File: config.mk
export PLATFORM = sky130hd
export DESIGN_NAME = synaptic_weight_accumulator
export DESIGN_NICKNAME = d
export VERILOG_FILES = /design/src/rtl/synaptic_weight_accumulator.sv
export SDC_FILE = /design/constraint.sdc
export NUM_CORES = 1
export LEC_CHECK = 0
export ABC_AREA = 1
export CAP_MARGIN = 20
export CORE_UTILIZATION = 40
export CTS_BUF_LIST = sky130_fd_sc_hd__clkbuf_8
export DETAILED_ROUTE_END_ITERATION = 8
export PLACE_DENSITY = 0.61
export SLEW_MARGIN = 5
export SYNTH_ARGS = -nofsm -noshare
export SYNTH_HDL_FRONTEND = slang
export SYNTH_SLANG_ARGS = --single-unit
File: constraint.sdc
create_clock -name Clock -period 11.65 [get_ports Clock]
set_input_delay 3.495 -clock Clock [delete_from_list [all_inputs] [get_ports Clock]]
set_output_delay 3.495 -clock Clock [all_outputs]
set_load 0.01 [all_outputs]
File: src/rtl/synaptic_weight_accumulator.sv
// Synaptic weight accumulator for one postsynaptic neuron per request.
// Scans NUM_PRE presynaptic neurons one per cycle and reads the weight of
// each spiking one from an external synchronous RAM. Each weight is added,
// with saturation, to the excitatory or inhibitory sum. SumValid pulses for
// one cycle at a fixed latency of NUM_PRE+2 cycles after Start is accepted.
module synaptic_weight_accumulator #(
  parameter int INTEGER_WIDTH   = 32,
  parameter int DATA_WIDTH_FRAC = 32,
  parameter int DATA_WIDTH      = INTEGER_WIDTH + DATA_WIDTH_FRAC,
  parameter int NUM_PRE         = 16,
  parameter int PRE_ADDR_WIDTH  = 4,
  parameter int POST_ADDR_WIDTH = 4,
  parameter int NUM_EX          = 12
) (
  input  logic                                  Clock,
  input  logic                                  Reset,
  input  logic                                  Start,
  input  logic [POST_ADDR_WIDTH-1:0]            PostIndex,
  input  logic [NUM_PRE-1:0]                    SpikeVector,
  output logic                                  Busy,
  output logic                                  WtRdEn,
  output logic [PRE_ADDR_WIDTH+POST_ADDR_WIDTH-1:0] WtRdAddr,
  input  logic [DATA_WIDTH-1:0]                 WtRdData,
  output logic [DATA_WIDTH-1:0]                 ExWeightSum,
  output logic [DATA_WIDTH-1:0]                 InWeightSum,
  output logic                                  SumValid,
  output logic                                  Saturated
);

  typedef enum logic [1:0] {
    ST_IDLE  = 2'd0,
    ST_SCAN  = 2'd1,
    ST_DRAIN = 2'd2,
    ST_DONE  = 2'd3
  } state_t;

  state_t                      state_r;
  state_t                      state_s;
  logic [NUM_PRE-1:0]          spike_r;
  logic [POST_ADDR_WIDTH-1:0]  post_r;
  logic [PRE_ADDR_WIDTH-1:0]   pre_cnt_r;
  logic                        rd_vld_r;
  logic                        rd_ex_r;
  logic [DATA_WIDTH-1:0]       ex_sum_r;
  logic [DATA_WIDTH-1:0]       in_sum_r;
  logic                        sat_r;
  logic                        sum_valid_r;
  logic                        busy_r;
  logic                        accept_s;
  logic [DATA_WIDTH:0]         acc_s;

  // Signed add of two DATA_WIDTH values in DATA_WIDTH+1 bits, clipped back to
  // DATA_WIDTH. Result MSB is the clip flag, lower bits the clipped sum.
  function automatic logic [DATA_WIDTH:0] sat_add(input logic [DATA_WIDTH-1:0] a,
                                                  input logic [DATA_WIDTH-1:0] b);
    logic [DATA_WIDTH:0] wide;
    wide = {a[DATA_WIDTH-1], a} + {b[DATA_WIDTH-1], b};
    if (wide[DATA_WIDTH] != wide[DATA_WIDTH-1]) begin
      sat_add = {1'b1, wide[DATA_WIDTH], {(DATA_WIDTH-1){~wide[DATA_WIDTH]}}};
    end else begin
      sat_add = {1'b0, wide[DATA_WIDTH-1:0]};
    end
  endfunction

  assign accept_s = (state_r == ST_IDLE) && Start;

  // Next-state decode of the request sequencer.
  always_comb begin
    state_s = state_r;
    case (state_r)
      ST_IDLE: begin
        if (Start) state_s = ST_SCAN;
        else       state_s = ST_IDLE;
      end
      ST_SCAN: begin
        if (pre_cnt_r == PRE_ADDR_WIDTH'(NUM_PRE - 1)) state_s = ST_DRAIN;
        else                                           state_s = ST_SCAN;
      end
      ST_DRAIN: state_s = ST_DONE;
      ST_DONE:  state_s = ST_IDLE;
      default:  state_s = ST_IDLE;
    endcase
  end

  // Weight RAM read request, decoded from registered scan state only.
  always_comb begin
    WtRdAddr = {pre_cnt_r, post_r};
    if (state_r == ST_SCAN) begin
      WtRdEn = spike_r[pre_cnt_r];
    end else begin
      WtRdEn = 1'b0;
    end
  end

  // Saturating add of the returning weight into the sum selected by its type.
  always_comb begin
    if (rd_ex_r) begin
      acc_s = sat_add(ex_sum_r, WtRdData);
    end else begin
      acc_s = sat_add(in_sum_r, WtRdData);
    end
  end

  // Sequencer state, request latches and scan counter.
  always_ff @(posedge Clock or posedge Reset) begin
    if (Reset) begin
      state_r   <= ST_IDLE;
      spike_r   <= '0;
      post_r    <= '0;
      pre_cnt_r <= '0;
      busy_r    <= 1'b0;
    end else begin
      state_r <= state_s;
      busy_r  <= (state_s != ST_IDLE);
      if (accept_s) begin
        spike_r   <= SpikeVector;
        post_r    <= PostIndex;
        pre_cnt_r <= '0;
      end else if (state_r == ST_SCAN) begin
        pre_cnt_r <= pre_cnt_r + PRE_ADDR_WIDTH'(1);
      end
    end
  end

  // One-stage tag pipeline matching the RAM read latency: valid and EX/IN type.
  always_ff @(posedge Clock or posedge Reset) begin
    if (Reset) begin
      rd_vld_r <= 1'b0;
      rd_ex_r  <= 1'b0;
    end else begin
      rd_vld_r <= WtRdEn;
      rd_ex_r  <= ({1'b0, pre_cnt_r} < (PRE_ADDR_WIDTH + 1)'(NUM_EX));
    end
  end

  // Sum registers and sticky saturation flag; cleared when a request is accepted.
  always_ff @(posedge Clock or posedge Reset) begin
    if (Reset) begin
      ex_sum_r <= '0;
      in_sum_r <= '0;
      sat_r    <= 1'b0;
    end else if (accept_s) begin
      ex_sum_r <= '0;
      in_sum_r <= '0;
      sat_r    <= 1'b0;
    end else if (rd_vld_r) begin
      if (rd_ex_r) begin
        ex_sum_r <= acc_s[DATA_WIDTH-1:0];
      end else begin
        in_sum_r <= acc_s[DATA_WIDTH-1:0];
      end
      sat_r <= sat_r | acc_s[DATA_WIDTH];
    end else begin
      sat_r <= sat_r;
    end
  end

  // Completion pulse, one cycle after the sequencer sits in DONE.
  always_ff @(posedge Clock or posedge Reset) begin
    if (Reset) begin
      sum_valid_r <= 1'b0;
    end else begin
      sum_valid_r <= (state_r == ST_DONE);
    end
  end

  assign Busy        = busy_r;
  assign ExWeightSum = ex_sum_r;
  assign InWeightSum = in_sum_r;
  assign SumValid    = sum_valid_r;
  assign Saturated   = sat_r;

endmodule

Word-level counts from Yosys, hierarchy flattened
Cells that the tools add are included.
{"block": "word_totals", "ff_bits": 159, "input_bits": 87, "output_inout_bits": 140}
{"block": "classes", "n_addsub": 3, "n_lt_le_gt_ge": 2, "n_eq_ne": 7, "mux": 19, "bitwise": 3, "reduce_logical": 8}
{"operator": "two-way mux 64 bit", "count": 6}
{"operator": "two-way mux 65 bit", "count": 3}
{"operator": "adder 64 x 64 -> 65 bit", "count": 2}
{"operator": "two-way mux 4 bit", "count": 2}
{"operator": "one-hot mux 2 bit (4 select lines)", "count": 1}
{"operator": "nonzero test 2 bit", "count": 4}
{"operator": "< comparator 4 x 5 -> 1 bit, second input constant", "count": 1}
{"operator": "two-way mux 1 bit", "count": 5}
{"operator": "adder 4 x 1 -> 4 bit, second input constant", "count": 1}
{"operator": "binary-select mux 1 bit (select 4 bit)", "count": 1}
{"operator": "equality test 2 bit, second input constant", "count": 2}
{"operator": "equality test 4 bit, second input constant", "count": 1}
{"operator": "< comparator 4 bit, second input constant", "count": 1}
{"operator": "AND reduction 2 bit", "count": 2}
{"operator": "equality test 2 x 1 -> 1 bit, second input constant", "count": 1}
{"operator": "logical NOT 2 bit", "count": 1}
{"operator": "two-way mux 2 bit", "count": 1}
{"operator": "!= test 1 bit", "count": 2}
{"operator": "!= test 2 x 1 -> 1 bit, second input constant", "count": 1}
{"operator": "inverter 1 bit", "count": 2}
{"operator": "logical AND 1 bit", "count": 1}
{"operator": "OR 1 bit", "count": 1}

Longest topological paths before layout
{"block": "depth", "word_depth": 7, "ltp_mapped": 21, "depth_no_buf": 20}

Worst setup path before layout
OpenSTA, ideal clock, no wires.
{"block": "synth_path", "path_kind": "input-to-reg", "startpoint": "in WtRdData[0]", "endpoint": "reg ex_sum_r[59] (netlist: ExWeightSum[59])", "setup_time_ns": 0.065, "t_arrival_ns": 5.624, "required_time_ns": 11.585, "slack_ns": 5.961, "stages": 20, "path_cell_list": "ha_1 > fa_1 > nand2_1 > nand2_1 > nand3_1 > nand2_1 > nand2_1 > nand2_1 > nand2_1 > nand2_2 > nand2_1 > nand2_1 > nand2_1 > nand2_2 > a21oi_4 > buf_6 > nand2_1 > nand2_1 > nand2_1 > nand2_1"}
{"block": "synth_via", "elab_chain_len": 7}
{"element": "start, declared", "line_no": "23", "rtl": "input logic [DATA_WIDTH-1:0] WtRdData,"}
{"element": "adder 64 x 64 -> 65 bit", "line_no": "57", "rtl": "wide = {a[DATA_WIDTH-1], a} + {b[DATA_WIDTH-1], b};"}
{"element": "!= test 1 bit / inverter 1 bit (equally long branches)", "line_no": "58, 59"}
{"element": "two-way mux 65 bit", "line_no": "58", "rtl": "if (wide[DATA_WIDTH] != wide[DATA_WIDTH-1]) begin"}
{"element": "two-way mux 65 bit *", "line_no": "97", "rtl": "if (rd_ex_r) begin"}
{"element": "two-way mux 64 bit *", "line_no": "147", "rtl": "if (rd_ex_r) begin"}
{"element": "two-way mux 64 bit *", "line_no": "146", "rtl": "end else if (rd_vld_r) begin"}
{"element": "two-way mux 64 bit *", "line_no": "142", "rtl": "end else if (accept_s) begin"}
{"element": "end signal, assigned", "line_no": "148", "rtl": "ex_sum_r <= acc_s[DATA_WIDTH-1:0];"}
{"element": "end, declared", "line_no": "44", "rtl": "logic [DATA_WIDTH-1:0] ex_sum_r;"}
Every way passes the cells marked *; elsewhere a longest branch is shown, timed or not. The select of a mux whose other input is x is not followed.
A chain may end at the register's enable or synchronous reset.

Final worst setup path
{"block": "layout_path", "startpoint": "in WtRdData[7]", "endpoint": "reg in_sum_r[30] (netlist: InWeightSum[30])"}
{"block": "layout_via", "elab_chain_len": 7}
{"element": "adder 64 x 64 -> 65 bit", "line_no": "57"}
{"element": "!= test 1 bit / inverter 1 bit (equally long branches)", "line_no": "58, 59"}
{"element": "two-way mux 65 bit", "line_no": "58"}
{"element": "two-way mux 65 bit *", "line_no": "97"}
{"element": "two-way mux 64 bit *", "line_no": "147"}
{"element": "two-way mux 64 bit *", "line_no": "146"}
{"element": "two-way mux 64 bit *", "line_no": "142"}
{"element": "end signal, assigned", "line_no": "150", "rtl": "in_sum_r <= acc_s[DATA_WIDTH-1:0];"}
{"element": "end, declared", "line_no": "45", "rtl": "logic [DATA_WIDTH-1:0] in_sum_r;"}
Marked as above.

==> results_dict.tcl <==
set metrics [dict create \
    cp_max_fo 40 \
    grt_pass1_vias 20564 \
    grt_start_max_net_pins 87 \
    post_cts_resized 0 \
    antenna_left 0 \
    core-area_um2 45300 \
    multi_input_area_um2 12400 \
    synth_area_um2 18300 \
    finalSetupViolCount 0 \
    min-delay-start "spike_r[13]" \
    syn_inst 3222 \
    r2r_start "ExWeightSum[7]" \
    fp.dieW_um 216 \
    synthArstFlopShare_pct 100 \
    status "finished clean" \
    rsz0062_at_grt "no" \
    nFillCells 4976 \
    routabilityCongestion 1.13 \
    rrSetupSlack_ps 7220 \
    seq_area_um2 3980 \
    tritoncts "yes" \
    p_leak_nw 11.7 \
    dpl.hpwl_um 69400 \
    syn-mean-instance-area_um2 5.69 \
    syn-num-nets 3440 \
    seq_area_frac_synth_pct 21.7 \
    finalPower_w 0.00719 \
    powerDensity_nw_per_um2 336 \
    critPathBufInv 2 \
    clk_latency_ps 600 \
    r2r_cells 19 \
    layout_min_cycle_time_ps 7380 \
    tightest_slew_ps 1090 \
    wl_um 84800 \
    crit_path_end_kind "flop" \
    rows 78 \
    synth_edf_count 0 \
    grt_pass1_wl_um 126000 \
    arrival_ps 7850 \
    cts.sinks 159 \
    grt_antenna_before_repair 2 \
    hold_class "flop to flop" \
    yosysWarnings 0 \
    synth_top_area_cell "nand2_1" \
    global_route.usage.total_pct 36.3 \
    holdWs_ps 487 \
    min_period_over_period_pct 63.4 \
    max_freq_mhz 135 \
    worst-setup-path-type "input pin to flop" \
    required_ps 12110 \
    ys_ff_latch 159 \
    holdBufCountCts 0 \
    r2r-end "InWeightSum[30]" \
    start_kind "input pin" \
    final_hold_viol_count 0 \
    drt_first_pass_iters 6 \
    yosysTopAreaCellShare_pct 30.8 \
    layout-drive-gt1-share_pct 2.57 \
    finClkSkew_ps 30.9 \
    ys.flop_type "dfrtp_1" \
    htree_levels 4 \
    die_h_um 216 \
    hold_end "spike_r[13]" \
    relSlewSlack_pct 26.5 \
    ir_drop_mv 0.472 \
    nets 3628 \
    holdPathStages 2 \
    worst_path_max_delay_cell "buf_4" \
    wl_per_cell_um 21.1 \
    port_buffers 226 \
    io_pins 227 \
    start_util_pct 40.5 \
    drt_first_iter_violations 2394 \
    cp_top_family "simple AND/OR/NAND/NOR gates" \
    dieArea_um2 46700 \
    syn_to_final_growth_pct 16.8 \
    final.setup.tns_ps 0 \
    cts_setup_buffers 0 \
    ys_types 39 \
    max_cap_violations 0 \
    vias_per_cell 5.37 \
    cpPeakStageDelay_ps 580 \
    cts_inserted_buffers 17 \
    worstPathCellList "clkdlybuf4s50_1, ha_1, nand2_1, nor2_1, nand3_1, nand2_1, nand2_1, nand2_2, nand2_1, nand2_2, nand2_2, nand3_1, nand2_1, nand2_2, buf_4, nand3_1, nand2_1, nand2_1, nand2_1, nand2_1" \
    path_clk_slew_ps 90 \
    cpMostUsedCell "nand2_1" \
    drc 0 \
    drv_slew 0 \
    vias 21623 \
    cts_root_buf "clkbuf_8" \
    overflow 0 \
    ys_top_cells_by_area "nand2_1 (31%), dfrtp_1 (22%), ha_1 (8.8%), inv_1 (7.9%), nor2_1 (6.0%)" \
    clockBufferDepth 2 \
]
[per-stage QoR]
stage | utilization, % | std cells | setup slack [ps] | area [um^2]
after floorplan | - | 3222 | 3860 | 18300
after global placement | 46.3 | 3990 | 4010 | 21000
after detailed placement | 46.3 | 3990 | 3970 | 21000
after CTS | 47.2 | 4022 | 4590 | 21400
after global routing | 47.3 | 4023 | 4190 | 21400
final | 47.3 | 4024 | 4270 | 21400
[state kept, by name (all words and copies together) (netlist names)]
register and count:
spike_r 16, post_r 4, rd_vld_r 1, Saturated 1
rd_ex_r 1, InWeightSum 64, ExWeightSum 64, state_r 2
pre_cnt_r 4, SumValid 1, Busy 1
[layer usage]
layer	part of all wire (%)	GRT usage, %	vias up
li1	-	-	10409
met1	44	50.0	10069
met2	41	53.5	989
met3	10	9.81	154
met4	3.7	13.8	2
met5	0.015	0	-
[worst reg2reg max path, cell delays in order, from the launching register on]
cell	delay [ps]
dfrtp_1	460
ha_1	410
nand2_1	190
nor2_1	410
nand3_1	240
nand2_1	210
nand2_1	100
nand2_2	130
nand2_1	80
nand2_2	150
nand2_2	90
nand3_1	100
nand2_1	210
nand2_2	440
buf_4	580
nand3_1	180
nand2_1	120
nand2_1	70
nand2_1	70
nand2_1	80
[worst max-delay path by stage]
stage,from,endpoint,slack (ps),cells past startpoint
CTS,WtRdData[7],InWeightSum[30],4590,20
global route,WtRdData[7],InWeightSum[21],4190,20
global placement,WtRdData[0],InWeightSum[46],4010,21
floorplan,Reset,Busy,3860,1
finish,WtRdData[7],InWeightSum[30],4270,20
detailed placement,WtRdData[7],InWeightSum[30],3970,20
[kinds of logic after synthesis]
| family | after synthesis | share of synthesized area (%) |
|---|---|---|
| xor+xnor | 75 | 3.58 |
| simple gates | 2135 | 47.1 |
| flops | 159 | 21.7 |
| compound gates | 263 | 8.01 |
| fa+ha+maj | 131 | 9.03 |
| buf+inv | 459 | 10.5 |
[cell type report]
type                    instances  area share [%]
clock inverters                14           0.725
inverters                     390            6.87
clock buffers                  18            1.16
multi-input cells            2604            58.0
repair buffers                238            11.1
flip-flops and latches        159            18.6
diodes                          1          0.0117
well taps                     600            3.51
[layout by cell type, fill, tap and decap left out, drive strengths merged]
master | netlist | layout
nand2 | 1523 | 1523
nand3 | 213 | 213
clkdlybuf4s50 | 0 | 226
xor2 | 9 | 9
o21a | 1 | 1
buf | 50 | 12
clkinv | 0 | 5
dfrtp | 159 | 159
nand4 | 18 | 18
nand3b | 44 | 44
a21boi | 1 | 1
bufinv | 0 | 2
o21ai | 58 | 58
xnor2 | 66 | 66
a31oi | 1 | 1
inv | 390 | 394
or2 | 3 | 3
diode | 0 | 1
fa | 2 | 2
nor3 | 26 | 26
o22ai | 4 | 4
clkbuf | 19 | 18
clkinvlp | 0 | 3
o21bai | 38 | 38
nor2 | 300 | 300
ha | 129 | 129
a21o | 2 | 2
a21oi | 157 | 157
o211ai | 1 | 1
and2 | 1 | 1
nor4 | 7 | 7
[synth_stat cells (4+ instances only)]
cell,count
nor4_1,7
dfrtp_1,159
o22ai_1,4
buf_6,10
clkbuf_8,4
xnor2_1,66
o21ai_0,58
clkbuf_1,15
a21oi_1,151
o21bai_1,38
nor2_1,295
nor2_2,5
ha_1,129
inv_1,386
nand3b_1,44
xor2_1,9
nand2_1,1502
nand3_1,212
nor3_1,23
buf_2,21
nand2_2,20
nand4_1,18
a21oi_2,4
inv_2,4
buf_4,17
[where the power goes]
part / internal (W) / leakage (nW) / switching (W)
logic: 0.00188 / 9.53 / 0.00368
clock network: 0.000199 / 0.200 / 0.000265
registers: 0.000820 / 1.98 / 0.000351
total: 0.00290 / 11.7 / 0.00430
No activity file was read; power rests on OpenSTA's default activity.
